===== src/rtl/relogio_if.sv =====
// relogio_if: BCD digit bus between the relogio clock core and display logic.
// Compile-time option: RELOGIO_DAY_PULSE_EN adds the day_pulse signal.
interface relogio_if;
    logic [3:0] dhourq;
    logic [3:0] uhourq;
    logic [3:0] dminq;
    logic [3:0] uminq;
`ifdef RELOGIO_DAY_PULSE_EN
    logic       day_pulse;

    modport master (output dhourq, output uhourq, output dminq, output uminq, output day_pulse);
    modport slave  (input  dhourq, input  uhourq, input  dminq, input  uminq, input  day_pulse);
`else
    modport master (output dhourq, output uhourq, output dminq, output uminq);
    modport slave  (input  dhourq, input  uhourq, input  dminq, input  uminq);
`endif
endinterface


===== src/rtl/relogio.sv =====
// relogio: 24-hour HH:MM clock core with BCD digit outputs.
// The minute advance comes from an internal prescaler of TICKS_PER_MIN clk edges.
// Compile-time option: RELOGIO_DAY_PULSE_EN adds a one-cycle day_pulse on 23:59 -> 00:00.
module relogio #(
    parameter int unsigned TICKS_PER_MIN = 1
) (
    input  logic      clk,
    input  logic      reset,
    relogio_if.master bus
);

    localparam int unsigned   PW   = (TICKS_PER_MIN > 1) ? $clog2(TICKS_PER_MIN) : 1;
    localparam logic [PW-1:0] LAST = PW'(TICKS_PER_MIN - 1);

    logic [PW-1:0] presc_q;
    logic          tick;

    logic [3:0] dh_q, uh_q, dm_q, um_q;
    logic [3:0] dh_d, uh_d, dm_d, um_d;
    logic       legal;

    assign tick = (presc_q == LAST);

    // Prescaler: counts 0..TICKS_PER_MIN-1 and wraps on the tick cycle.
    always_ff @(posedge clk or negedge reset) begin
        if (!reset) begin
            presc_q <= '0;
        end else if (tick) begin
            presc_q <= '0;
        end else begin
            presc_q <= presc_q + PW'(1);
        end
    end

    // Next-state digits: cascaded BCD counters, illegal states collapse to 00:00.
    always_comb begin
        dh_d  = dh_q;
        uh_d  = uh_q;
        dm_d  = dm_q;
        um_d  = um_q;
        legal = (dh_q <= 4'd2) && (dm_q <= 4'd5) && (um_q <= 4'd9) &&
                ((dh_q == 4'd2) ? (uh_q <= 4'd3) : (uh_q <= 4'd9));
        if (tick) begin
            if (!legal) begin
                dh_d = '0;
                uh_d = '0;
                dm_d = '0;
                um_d = '0;
            end else if (um_q != 4'd9) begin
                um_d = um_q + 4'd1;
            end else begin
                um_d = '0;
                if (dm_q != 4'd5) begin
                    dm_d = dm_q + 4'd1;
                end else begin
                    dm_d = '0;
                    if ((dh_q == 4'd2) && (uh_q == 4'd3)) begin
                        dh_d = '0;
                        uh_d = '0;
                    end else if (uh_q == 4'd9) begin
                        uh_d = '0;
                        dh_d = dh_q + 4'd1;
                    end else begin
                        uh_d = uh_q + 4'd1;
                    end
                end
            end
        end
    end

    // Digit registers.
    always_ff @(posedge clk or negedge reset) begin
        if (!reset) begin
            dh_q <= '0;
            uh_q <= '0;
            dm_q <= '0;
            um_q <= '0;
        end else begin
            dh_q <= dh_d;
            uh_q <= uh_d;
            dm_q <= dm_d;
            um_q <= um_d;
        end
    end

    assign bus.dhourq = dh_q;
    assign bus.uhourq = uh_q;
    assign bus.dminq  = dm_q;
    assign bus.uminq  = um_q;

`ifdef RELOGIO_DAY_PULSE_EN
    logic day_wrap;
    logic day_q;

    // Only a legal 23:59 advancing on a tick counts as a day boundary.
    assign day_wrap = tick && legal && (dh_q == 4'd2) && (uh_q == 4'd3) &&
                      (dm_q == 4'd5) && (um_q == 4'd9);

    // Day pulse register: high for the single cycle following the wrap edge.
    always_ff @(posedge clk or negedge reset) begin
        if (!reset) begin
            day_q <= 1'b0;
        end else begin
            day_q <= day_wrap;
        end
    end

    assign bus.day_pulse = day_q;
`endif

endmodule


===== src/flat_wrapper.sv =====
// flat-port wrapper written by rule: the top's interface ports become plain ports
module relogio_flat 
#(
    parameter int unsigned TICKS_PER_MIN = 1
)
  (clk, reset, bus_dhourq, bus_uhourq, bus_dminq, bus_uminq);
  relogio_if bus_i ();
  input  logic clk;
  input  logic reset;
  output wire logic [$bits(bus_i.dhourq)-1:0] bus_dhourq;
  output wire logic [$bits(bus_i.uhourq)-1:0] bus_uhourq;
  output wire logic [$bits(bus_i.dminq)-1:0] bus_dminq;
  output wire logic [$bits(bus_i.uminq)-1:0] bus_uminq;
  assign bus_dhourq = bus_i.dhourq;
  assign bus_uhourq = bus_i.uhourq;
  assign bus_dminq = bus_i.dminq;
  assign bus_uminq = bus_i.uminq;
  relogio #(.TICKS_PER_MIN(TICKS_PER_MIN)) u_core (.clk(clk), .reset(reset), .bus(bus_i));
endmodule

===== config.mk =====
export PLATFORM = sky130hd
export DESIGN_NAME = relogio_flat
export DESIGN_NICKNAME = d
export VERILOG_FILES = /design/src/rtl/relogio_if.sv /design/src/rtl/relogio.sv /design/src/flat_wrapper.sv
export SDC_FILE = /design/constraint.sdc
export NUM_CORES = 1
export LEC_CHECK = 0
export ABC_AREA = 1
export CAP_MARGIN = 20
export CELL_PAD_IN_SITES_DETAIL_PLACEMENT = 1
export CELL_PAD_IN_SITES_GLOBAL_PLACEMENT = 1
export CORE_ASPECT_RATIO = 1.1
export CORE_MARGIN = 2
export CORE_UTILIZATION = 35
export CTS_CLUSTER_SIZE = 16
export DETAILED_ROUTE_END_ITERATION = 10
export HOLD_SLACK_MARGIN = 0.03
export PLACE_DENSITY = 0.72
export RECOVER_POWER = 25
export SYNTH_ARGS = -nofsm -noshare
export SYNTH_HDL_FRONTEND = slang
export SYNTH_SLANG_ARGS = --single-unit
export TNS_END_PERCENT = 100

===== constraint.sdc =====
create_clock -name clk -period 3.95 [get_ports clk]
set_input_delay 0.395 -clock clk [delete_from_list [all_inputs] [get_ports clk]]
set_output_delay 0.395 -clock clk [all_outputs]
set_load 0.005 [all_outputs]

==> results of run 1 <==
-- worst max-delay path by stage --
stage	startpoint	end	slack, ns	cells past startpoint
2_1_floorplan	u_core.bus.dhourq[0]	u_core.bus.uhourq[0]	2.51	11
3_3_place_gp	u_core.bus.dhourq[0]	u_core.bus.dhourq[0]	2.35	10
3_5_place_dp	u_core.bus.dhourq[0]	u_core.bus.uhourq[3]	2.25	10
4_1_cts	u_core.bus.uhourq[0]	bus_uhourq[0]	2.15	1
5_1_grt	u_core.bus.dhourq[0]	u_core.bus.dhourq[2]	2.05	10
6_report	u_core.bus.uhourq[0]	bus_uhourq[0]	2.19	1
-- through the flow --
step / std cells / setup WS (ns) / util
2_1_floorplan: 114 / 2.51 / -
3_3_place_gp: 163 / 2.35 / 0.435
3_5_place_dp: 163 / 2.25 / 0.435
4_1_cts: 167 / 2.15 / 0.449
5_1_grt: 167 / 2.05 / 0.449
6_report: 167 / 2.19 / 0.449
-- state kept, by name, indices dropped and copies added (netlist names) --
| register | cells |
|---|---|
| u_core.bus.uminq | 4 |
| u_core.bus.dhourq | 4 |
| u_core.bus.dminq | 4 |
| u_core.bus.uhourq | 4 |
-- cells by family (layout without fill, tap and decap cells) --
family                   after synthesis  in the layout
multiplexers                           1              1
AO/OA/AOI/OAI                         13             13
flip-flops                            16             16
buffers and inverters                 17             37
XOR/XNOR                               3              3
adder cells (fa/ha/maj)                2              2
AND/OR/NAND/NOR                       60             60
other                                  1              2
-- layer usage --
layer	up-vias	track usage	part of all wire
met2	12	0.277	0.50
li1	399	-	-
met4	0	0.0964	0.027
met3	5	0.0227	0.026
met5	-	0	0
met1	387	0.212	0.44
-- power by group through the flow --
stage	registers, mW	logic (mW)	clock network [mW]
finish	0.168	0.0210	0.114
global placement	0.171	0.0213	0
global route	0.168	0.0237	0.125
CTS	0.168	0.0219	0.120
detailed placement	0.171	0.0219	0
floorplan	0.171	0.0127	0
-- layout make-up --
type,count,area [µm²],area share
flip-flops and latches,16,400,0.330
well taps,33,41.3,0.0341
repair buffers,17,170,0.140
inverters,16,60.1,0.0495
clock buffers,4,36.3,0.0299
multi-input cells,81,504,0.416
-- cells in the final DEF, fill, tap and decap left out, types with 4 or more instances in the layout --
master and instances:
clkdlybuf4s50_1 16, dfrtp_1 16, inv_1 11, inv_2 5
nand2_1 17, nand2_2 5, nand3_1 6, nand3_2 4
nor2_1 13, nor2_4 4, o21ai_1 5, o21ai_2 4
==> impl_metrics.env, run 1 <==
export IMPL_outcome="completed"
export IMPL_peakVddDrop_v=0.000134
export IMPL_insertion_delay_ns=0.30
export IMPL_ctsHoldBuffers=0
export IMPL_io_buffers=17
export IMPL_core_um2=2700
export IMPL_yosysTopAreaCellShare=0.410
export IMPL_p_seq_frac=0.554
export IMPL_relSlewSlack=0.503
export IMPL_start_util=0.361
export IMPL_cts_reportedPaths_clkPinSlew_ns=0.10
export IMPL_fin_crit_ns=1.76
export IMPL_syn_avg_cell_area_um2=8.64
export IMPL_synth_compound_area_frac=0.0821
export IMPL_num_vias=803
export IMPL_yosysTopAreaCell="dfrtp_1"
export IMPL_fp_dieW_um=54.3
export IMPL_tightest_slew_ns=0.744
export IMPL_synth_async_reset_ratio=1.00
export IMPL_ff2ff_path_depth=10
export IMPL_globalRouteOverflowTotal=0
export IMPL_total_power_uw=303
export IMPL_synth_distinct_cells=26
export IMPL_yosys_warnings=0
export IMPL_syn_inst=113
export IMPL_fp_dieArea_um2=3230
export IMPL_ant_nets=0
export IMPL_cpMaxStageDelayCell="clkdlybuf4s50_1"
export IMPL_post_dp_cell_area_um2=1180
export IMPL_finalCritPeriodShare=0.445
export IMPL_p_sw_uw=73.1
export IMPL_n_antenna_cell=0
export IMPL_power_leakage_nw=0.555
export IMPL_synth_top_family_by_area="simple AND/OR/NAND/NOR gates"
export IMPL_ys_top_cells_by_count="17 x nand2_1, 16 x dfrtp_1, 13 x nor2_1"
export IMPL_finalHoldViolCount=0
export IMPL_cpPeakStageDelay_ns=0.55
export IMPL_routedWlPerCell_um=13.3
export IMPL_finalSetupViolCount=0
export IMPL_crit_path_end_kind="output pin"
export IMPL_worstHoldEndpoint="u_core.bus.uminq[0]"
export IMPL_yosysMostFrequentCell="nand2_1"
export IMPL_p_comb_frac=0.069
export IMPL_ys_top_cells_by_area="dfrtp_1 41%, nand2_1 6.5%, nor2_1 5.0%"
export IMPL_maxCapViolCount=0
export IMPL_globalplace_congestion=0.780
export IMPL_timing_fmax_mhz=569
export IMPL_gr_usage_all_layers=0.170
export IMPL_cts_path_max_buffers=2
export IMPL_p_sw_frac=0.241
export IMPL_pin_count=18
export IMPL_rrSetupSlack_ns=2.22
export IMPL_finalSetupTns_ns=0
export IMPL_crit_family="buffers and inverters"
export IMPL_synthXorXnorAreaFrac=0.0269
export IMPL_grt_pass1_wl_mm=3.88
export IMPL_drtPass1Iterations=4
export IMPL_p_int_uw=230
export IMPL_post_cts_buffers=0
export IMPL_yosys_area_share_simple=0.351
export IMPL_htree_levels=1
export IMPL_post_cts_resize_count=0
export IMPL_cts_tree="done"
export IMPL_syn_area_um2=976
export IMPL_hold_slack_ns=0.551
export IMPL_cp_buffers_inverters=1
export IMPL_worstHoldStart="u_core.bus.uminq[0]"
export IMPL_path_cells="clkdlybuf4s50_1"
export IMPL_powerDensity_nw_per_um2=250
export IMPL_grt_pass1_vias=857
export IMPL_grt_setup_unrepaired="false"
export IMPL_crit_fanout=5
export IMPL_antenna_found_initial=0
export IMPL_cts_inserted_buffers=3
export IMPL_avgViaCountPerCell=4.81
export IMPL_slew_viol_final=0
export IMPL_crit_type="reg2out"
export IMPL_rr_endpoint="u_core.bus.uhourq[3]"
export IMPL_grt_max_degree=17
export IMPL_crit_reg2reg_launch="u_core.bus.dhourq[0]"
export IMPL_final_nets=139
export IMPL_p_clk_frac=0.377
export IMPL_arrival_ns=1.36
export IMPL_ys_flop_type="dfrtp_1"
export IMPL_drt_iter0_drc=13
export IMPL_drc=0
export IMPL_hpwl_mm=1.69
export IMPL_synth_seq_cells=16
export IMPL_clock_skew_ns=0.00378
export IMPL_synth_fa_ha_area_frac=0.0256
export IMPL_wl_mm=2.22
export IMPL_rows=20
export IMPL_hold_depth=1
export IMPL_area_growth_synth_to_final_pct=24.2
export IMPL_cts_root_buf="clkbuf_4"
export IMPL_hp_class="reg2reg"
export IMPL_cp_start_kind="register"
export IMPL_die_h_um=59.4
export IMPL_final_cell_area_um2=1210
export IMPL_ys_seq_area_frac=0.410
export IMPL_synth_edff_count=0
export IMPL_fillers=337
export IMPL_synth_mux_area_frac=0.0231
export IMPL_cts_sinks=16
export IMPL_drive_above_1_share=0.239
export IMPL_crit_required_ns=3.56
(Power assumes the default switching activity.)
==> run 2, diff against run 1 <==
- clock period: 3.95 -> 1.75 ns (I/O delays scaled with it)
==> impl_metrics.env, run 2 (synthesis gave the netlist of run 1 again) <==
export IMPL_p_comb_frac=0.083
export IMPL_drive_above_1_share=0.264
export IMPL_antenna_found_initial=0
export IMPL_drc=0
export IMPL_p_clk_frac=0.369
export IMPL_ctsHoldBuffers=0
export IMPL_fp_dieArea_um2=3230
export IMPL_num_vias=842
export IMPL_routedWlPerCell_um=13.4
export IMPL_io_buffers=17
export IMPL_outcome="completed"
export IMPL_globalRouteOverflowTotal=0
export IMPL_use_met3=0.0177
export IMPL_maxCapViolCount=0
export IMPL_drtPass1Iterations=3
export IMPL_met2_usage=0.293
export IMPL_fin_crit_ns=1.64
export IMPL_p_sw_frac=0.239
export IMPL_grt_use_met1=0.203
export IMPL_finalCritPeriodShare=0.936
export IMPL_grt_max_degree=17
export IMPL_hpwl_mm=1.73
export IMPL_cts_path_max_buffers=2
export IMPL_pin_count=18
export IMPL_tightest_slew_ns=0.912
export IMPL_slew_viol_final=0
export IMPL_post_dp_cell_area_um2=1190
export IMPL_rr_endpoint="u_core.bus.uhourq[0]"
export IMPL_cts_root_buf="clkbuf_4"
export IMPL_grt_busiest_layer="met2"
export IMPL_p_seq_frac=0.548
export IMPL_finalSetupTns_ns=0
export IMPL_fin_cells=173
export IMPL_placed_cells=165
export IMPL_avgViaCountPerCell=4.87
export IMPL_crit_required_ns=1.98
export IMPL_timing_fmax_mhz=611
export IMPL_crit_reg2reg_launch="u_core.bus.dhourq[0]"
export IMPL_power_leakage_nw=0.586
export IMPL_ant_nets=0
export IMPL_crit_path_end_kind="register"
export IMPL_ff2ff_path_depth=11
export IMPL_rows=20
export IMPL_finalHoldViolCount=0
export IMPL_arrival_ns=1.87
export IMPL_cts_tree="done"
export IMPL_n_antenna_cell=0
export IMPL_start_util=0.361
export IMPL_insertion_delay_ns=0.30
export IMPL_fp_dieW_um=54.3
export IMPL_final_nets=145
export IMPL_peakVddDrop_v=0.000308
export IMPL_cp_start_kind="register"
export IMPL_relSlewSlack=0.392
export IMPL_hp_class="in2async"
export IMPL_gr_usage_all_layers=0.170
export IMPL_area_growth_synth_to_final_pct=29.7
export IMPL_wl_mm=2.32
export IMPL_final_common_cell="nand2_1"
export IMPL_crit_fanout=6
export IMPL_grt_pass1_vias=873
export IMPL_cts_inserted_buffers=3
export IMPL_die_h_um=59.4
export IMPL_grt_pass1_wl_mm=3.91
export IMPL_final_cell_mix="17 x nand2_1, 16 x clkdlybuf4s50_1, 16 x dfrtp_1"
export IMPL_drt_iter0_drc=7
export IMPL_crit_type="reg2reg"
export IMPL_p_int_uw=526
export IMPL_finalSetupViolCount=0
export IMPL_cts_reportedPaths_clkPinSlew_ns=0.10
export IMPL_final_cell_area_um2=1270
export IMPL_globalplace_congestion=0.821
export IMPL_clock_skew_ns=0.00108
export IMPL_core_um2=2700
export IMPL_htree_levels=1
export IMPL_p_sw_uw=165
export IMPL_rrSetupSlack_ns=0.11
export IMPL_cts_sinks=16
export IMPL_fillers=336
export IMPL_powerDensity_nw_per_um2=546
==> run 2: cell count changes in the layout (fill, tap and decap cells not counted) <==
cell	before	now
clkbuf_1	0	1
buf_4	0	4
buf_12	0	1
==> run 2: final cells by class <==
class                   instances  area, µm²  share of cell area
well taps                      33       41.3              0.0326
repair buffers                 23        224               0.177
flip-flops and latches         16        400               0.316
multi-input cells              81        504               0.398
clock buffers                   4       36.3              0.0287
inverters                      16       60.1              0.0474
==> run 2: critical path: stages, from the launching register on <==
cell and delay, ns:
dfrtp_1 0.42, inv_1 0.09, ha_1 0.19, inv_1 0.05, nand2_1 0.07, nand2_2 0.06, nor2_4 0.11, inv_2 0.06
nor2_4 0.19, buf_4 0.15, nand2_4 0.05, mux2i_4 0.12
==> run 2: routing by layer <==
metal,part of all wire,wire length (µm),up-vias
li1,-,-,412
met1,0.42,971,413
met2,0.53,1230,12
met3,0.025,57,5
met4,0.024,55,0
met5,0,0,-
==> run 2: per-stage QoR <==
step,total power [mW],setup slack [ns],hold WS (ns),utilization
floorplan,0.415,0.308,-0.121,-
global placement,0.435,0.148,0.520,0.441
detailed placement,0.437,0.0272,0.524,0.441
CTS,0.698,0.0162,0.195,0.454
global route,0.729,-0.0105,0.582,0.469
finish,0.691,0.112,0.512,0.469
==> run 2: how the worst max path moves through the flow <==
stage                                end                  from
CTS                 u_core.bus.uhourq[3]  u_core.bus.dhourq[0]
global placement    u_core.bus.dhourq[0]  u_core.bus.dhourq[0]
floorplan           u_core.bus.uhourq[0]  u_core.bus.dhourq[0]
detailed placement  u_core.bus.uhourq[3]  u_core.bus.dhourq[0]
global route        u_core.bus.uhourq[3]  u_core.bus.dhourq[0]
finish              u_core.bus.uhourq[0]  u_core.bus.dhourq[0]
==> run 2: repair_timing <==
| action | in CTS | in global routing |
|---|---|---|
| resized for setup | 0 | 0 |
| setup buffers | 0 | 4 |
| endpoints found under the setup margin | 1 | 11 |
| pin swaps | 1 | 1 |
==> run 2: power groups by stage <==
| stage | clock [mW] | combinational (mW) | sequential (mW) |
|---|---|---|---|
| finish | 0.255 | 0.0573 | 0.379 |
| global route | 0.286 | 0.0637 | 0.380 |
| CTS | 0.268 | 0.0511 | 0.379 |
| detailed placement | 0 | 0.0512 | 0.386 |
| global placement | 0 | 0.0497 | 0.386 |
| floorplan | 0 | 0.0287 | 0.386 |
==> run 3, diff against run 2 <==
- ABC_AREA: 1 -> not set
- PLACE_DENSITY: 0.72 -> 0.73
==> impl_metrics.env, run 3 <==
export IMPL_outcome="completed"
export IMPL_final_cell_mix="16 x clkdlybuf4s50_1, 16 x dfrtp_1, 9 x nor2_1"
export IMPL_rows=18
export IMPL_final_cell_area_um2=1090
export IMPL_arrival_ns=1.74
export IMPL_htree_levels=1
export IMPL_grt_max_degree=17
export IMPL_cts_tree="done"
export IMPL_powerDensity_nw_per_um2=555
export IMPL_synth_distinct_cells=35
export IMPL_grt_setup_unrepaired="false"
export IMPL_finalSetupViolCount=0
export IMPL_timing_fmax_mhz=636
export IMPL_insertion_delay_ns=0.28
export IMPL_syn_inst=85
export IMPL_cts_sinks=16
export IMPL_cts_root_buf="clkbuf_4"
export IMPL_finalCritPeriodShare=0.898
export IMPL_drc=0
export IMPL_cts_inserted_buffers=3
export IMPL_hpwl_mm=1.50
export IMPL_die_h_um=54.6
export IMPL_crit_type="reg2reg"
export IMPL_synth_edff_count=0
export IMPL_clock_skew_ns=0.00702
export IMPL_cts_path_max_buffers=2
export IMPL_pin_count=18
export IMPL_cp_start_kind="register"
export IMPL_fp_dieW_um=50.0
export IMPL_peakVddDrop_v=0.000356
export IMPL_post_cts_resize_count=0
export IMPL_synth_seq_cells=16
export IMPL_tightest_slew_ns=0.866
export IMPL_io_buffers=17
export IMPL_crit_family="compound AO/OA/AOI/OAI gates"
export IMPL_start_util=0.366
export IMPL_crit_fanout=3
export IMPL_num_vias=732
export IMPL_syn_area_um2=816
export IMPL_relSlewSlack=0.423
export IMPL_cpPeakStageDelay_ns=0.43
export IMPL_post_dp_cell_area_um2=1070
export IMPL_crit_path_end_kind="register"
export IMPL_path_cells="nor4_1, a41oi_1, o21ai_0, o21a_1, nor2_1"
export IMPL_yosysTopAreaCellShare=0.491
export IMPL_n_antenna_cell=0
export IMPL_maxCapViolCount=0
export IMPL_ys_seq_area_frac=0.491
export IMPL_yosys_warnings=0
export IMPL_final_nets=117
export IMPL_finalSetupTns_ns=0
export IMPL_syn_avg_cell_area_um2=9.60
export IMPL_ys_top_cells_by_count="16 x dfrtp_1, 9 x nor2_1, 7 x nand2_1"
export IMPL_finish_utilization=0.489
export IMPL_globalRouteOverflowTotal=0
export IMPL_ant_nets=0
export IMPL_cts_reportedPaths_clkPinSlew_ns=0.09
export IMPL_slew_viol_final=0
export IMPL_area_growth_synth_to_final_pct=33.6
export IMPL_globalplace_congestion=0.775
export IMPL_antenna_found_initial=0
export IMPL_grt_pass1_wl_mm=3.36
export IMPL_cp_buffers_inverters=0
export IMPL_grt_pass1_vias=713
export IMPL_ys_top_cells_by_area="dfrtp_1 49%, nor2_1 4.1%, a21oi_1 3.7%"
export IMPL_fin_crit_ns=1.57
export IMPL_crit_required_ns=1.92
export IMPL_post_cts_buffers=0
export IMPL_drtPass1Iterations=4
export IMPL_routedWlPerCell_um=14.1
export IMPL_avgViaCountPerCell=5.19
export IMPL_finalHoldViolCount=0
export IMPL_drt_iter0_drc=10
export IMPL_fp_dieArea_um2=2730
export IMPL_yosysMostFrequentCell="dfrtp_1"
export IMPL_synth_async_reset_ratio=1.00
export IMPL_cpMaxStageDelayCell="dfrtp_1"
export IMPL_gr_usage_all_layers=0.167
export IMPL_drive_above_1_share=0.126
export IMPL_wl_mm=1.99
export IMPL_hp_class="in2async"
export IMPL_ctsHoldBuffers=0
export IMPL_ys_flop_type="dfrtp_1"
export IMPL_power_leakage_nw=0.438
export IMPL_core_um2=2230
export IMPL_yosysTopAreaCell="dfrtp_1"
-- run 3: worst paths after layout --
check | startpoint | to | depth (start not counted) | slack, ns
max | u_core.bus.dhourq[3] | u_core.bus.dhourq[1] | 5 | 0.18
min | reset | u_core.bus.dminq[0] | 2 | 0.52
max reg2reg | u_core.bus.dhourq[3] | u_core.bus.dhourq[1] | 5 | 0.18
min reg2reg | u_core.bus.uminq[0] | u_core.bus.uminq[0] | 2 | 0.59
max in group asynchronous | reset | u_core.bus.dminq[1] | 2 | 0.70
min in group clk | u_core.bus.uminq[0] | u_core.bus.uminq[0] | 2 | 0.59
-- run 3: cells by family after synthesis --
logic type,after synthesis,share of synthesized area
adder cells (fa/ha/maj),2,0.0307
AND/OR/NAND/NOR,33,0.216
buffers and inverters,7,0.0383
other,1,0.00460
multiplexers,1,0.0138
AO/OA/AOI/OAI,21,0.163
XOR/XNOR,4,0.0430
flip-flops,16,0.491
-- run 3: area by class of cell --
type                       count  area (µm²)
fill                         253        1140
sequential                    16         400
multi-input combinational     63         388
timing repair buffer          25         226
tap                           30        37.5
clock buffer                   3        22.5
inverter                       4        15.0
-- run 3: through the flow --
| stage | instances | hold WS, ns | power (mW) | worst slack (ns) |
|---|---|---|---|---|
| 2_1_floorplan | 86 | -0.121 | 0.397 | 0.145 |
| 3_3_place_gp | 138 | 0.516 | 0.426 | 0.234 |
| 3_5_place_dp | 138 | 0.518 | 0.427 | 0.162 |
| 4_1_cts | 141 | 0.221 | 0.613 | 0.146 |
| 5_1_grt | 141 | 0.620 | 0.634 | 0.0254 |
| 6_report | 141 | 0.518 | 0.605 | 0.178 |
-- run 3: report_power, final --
group / switching, mW / internal [mW]
clock network: 0.108 / 0.0798
logic: 0.0216 / 0.0177
registers: 0.00366 / 0.374
total: 0.134 / 0.471
-- run 3: worst reg2reg max path: cells and delay by family (launching register included) --
| family | cells | cell delay (ns) |
|---|---|---|
| flip-flops | 1 | 0.43 |
| AO/OA/AOI/OAI | 3 | 0.57 |
| AND/OR/NAND/NOR | 2 | 0.47 |
-- run 3: metal layers --
layer / share of wire / up-vias / track usage
met5: 0 / - / 0
met4: 0.012 / 0 / 0.0648
met3: 0.033 / 4 / 0.0383
met2: 0.47 / 13 / 0.281
met1: 0.48 / 364 / 0.212
li1: - / 351 / -
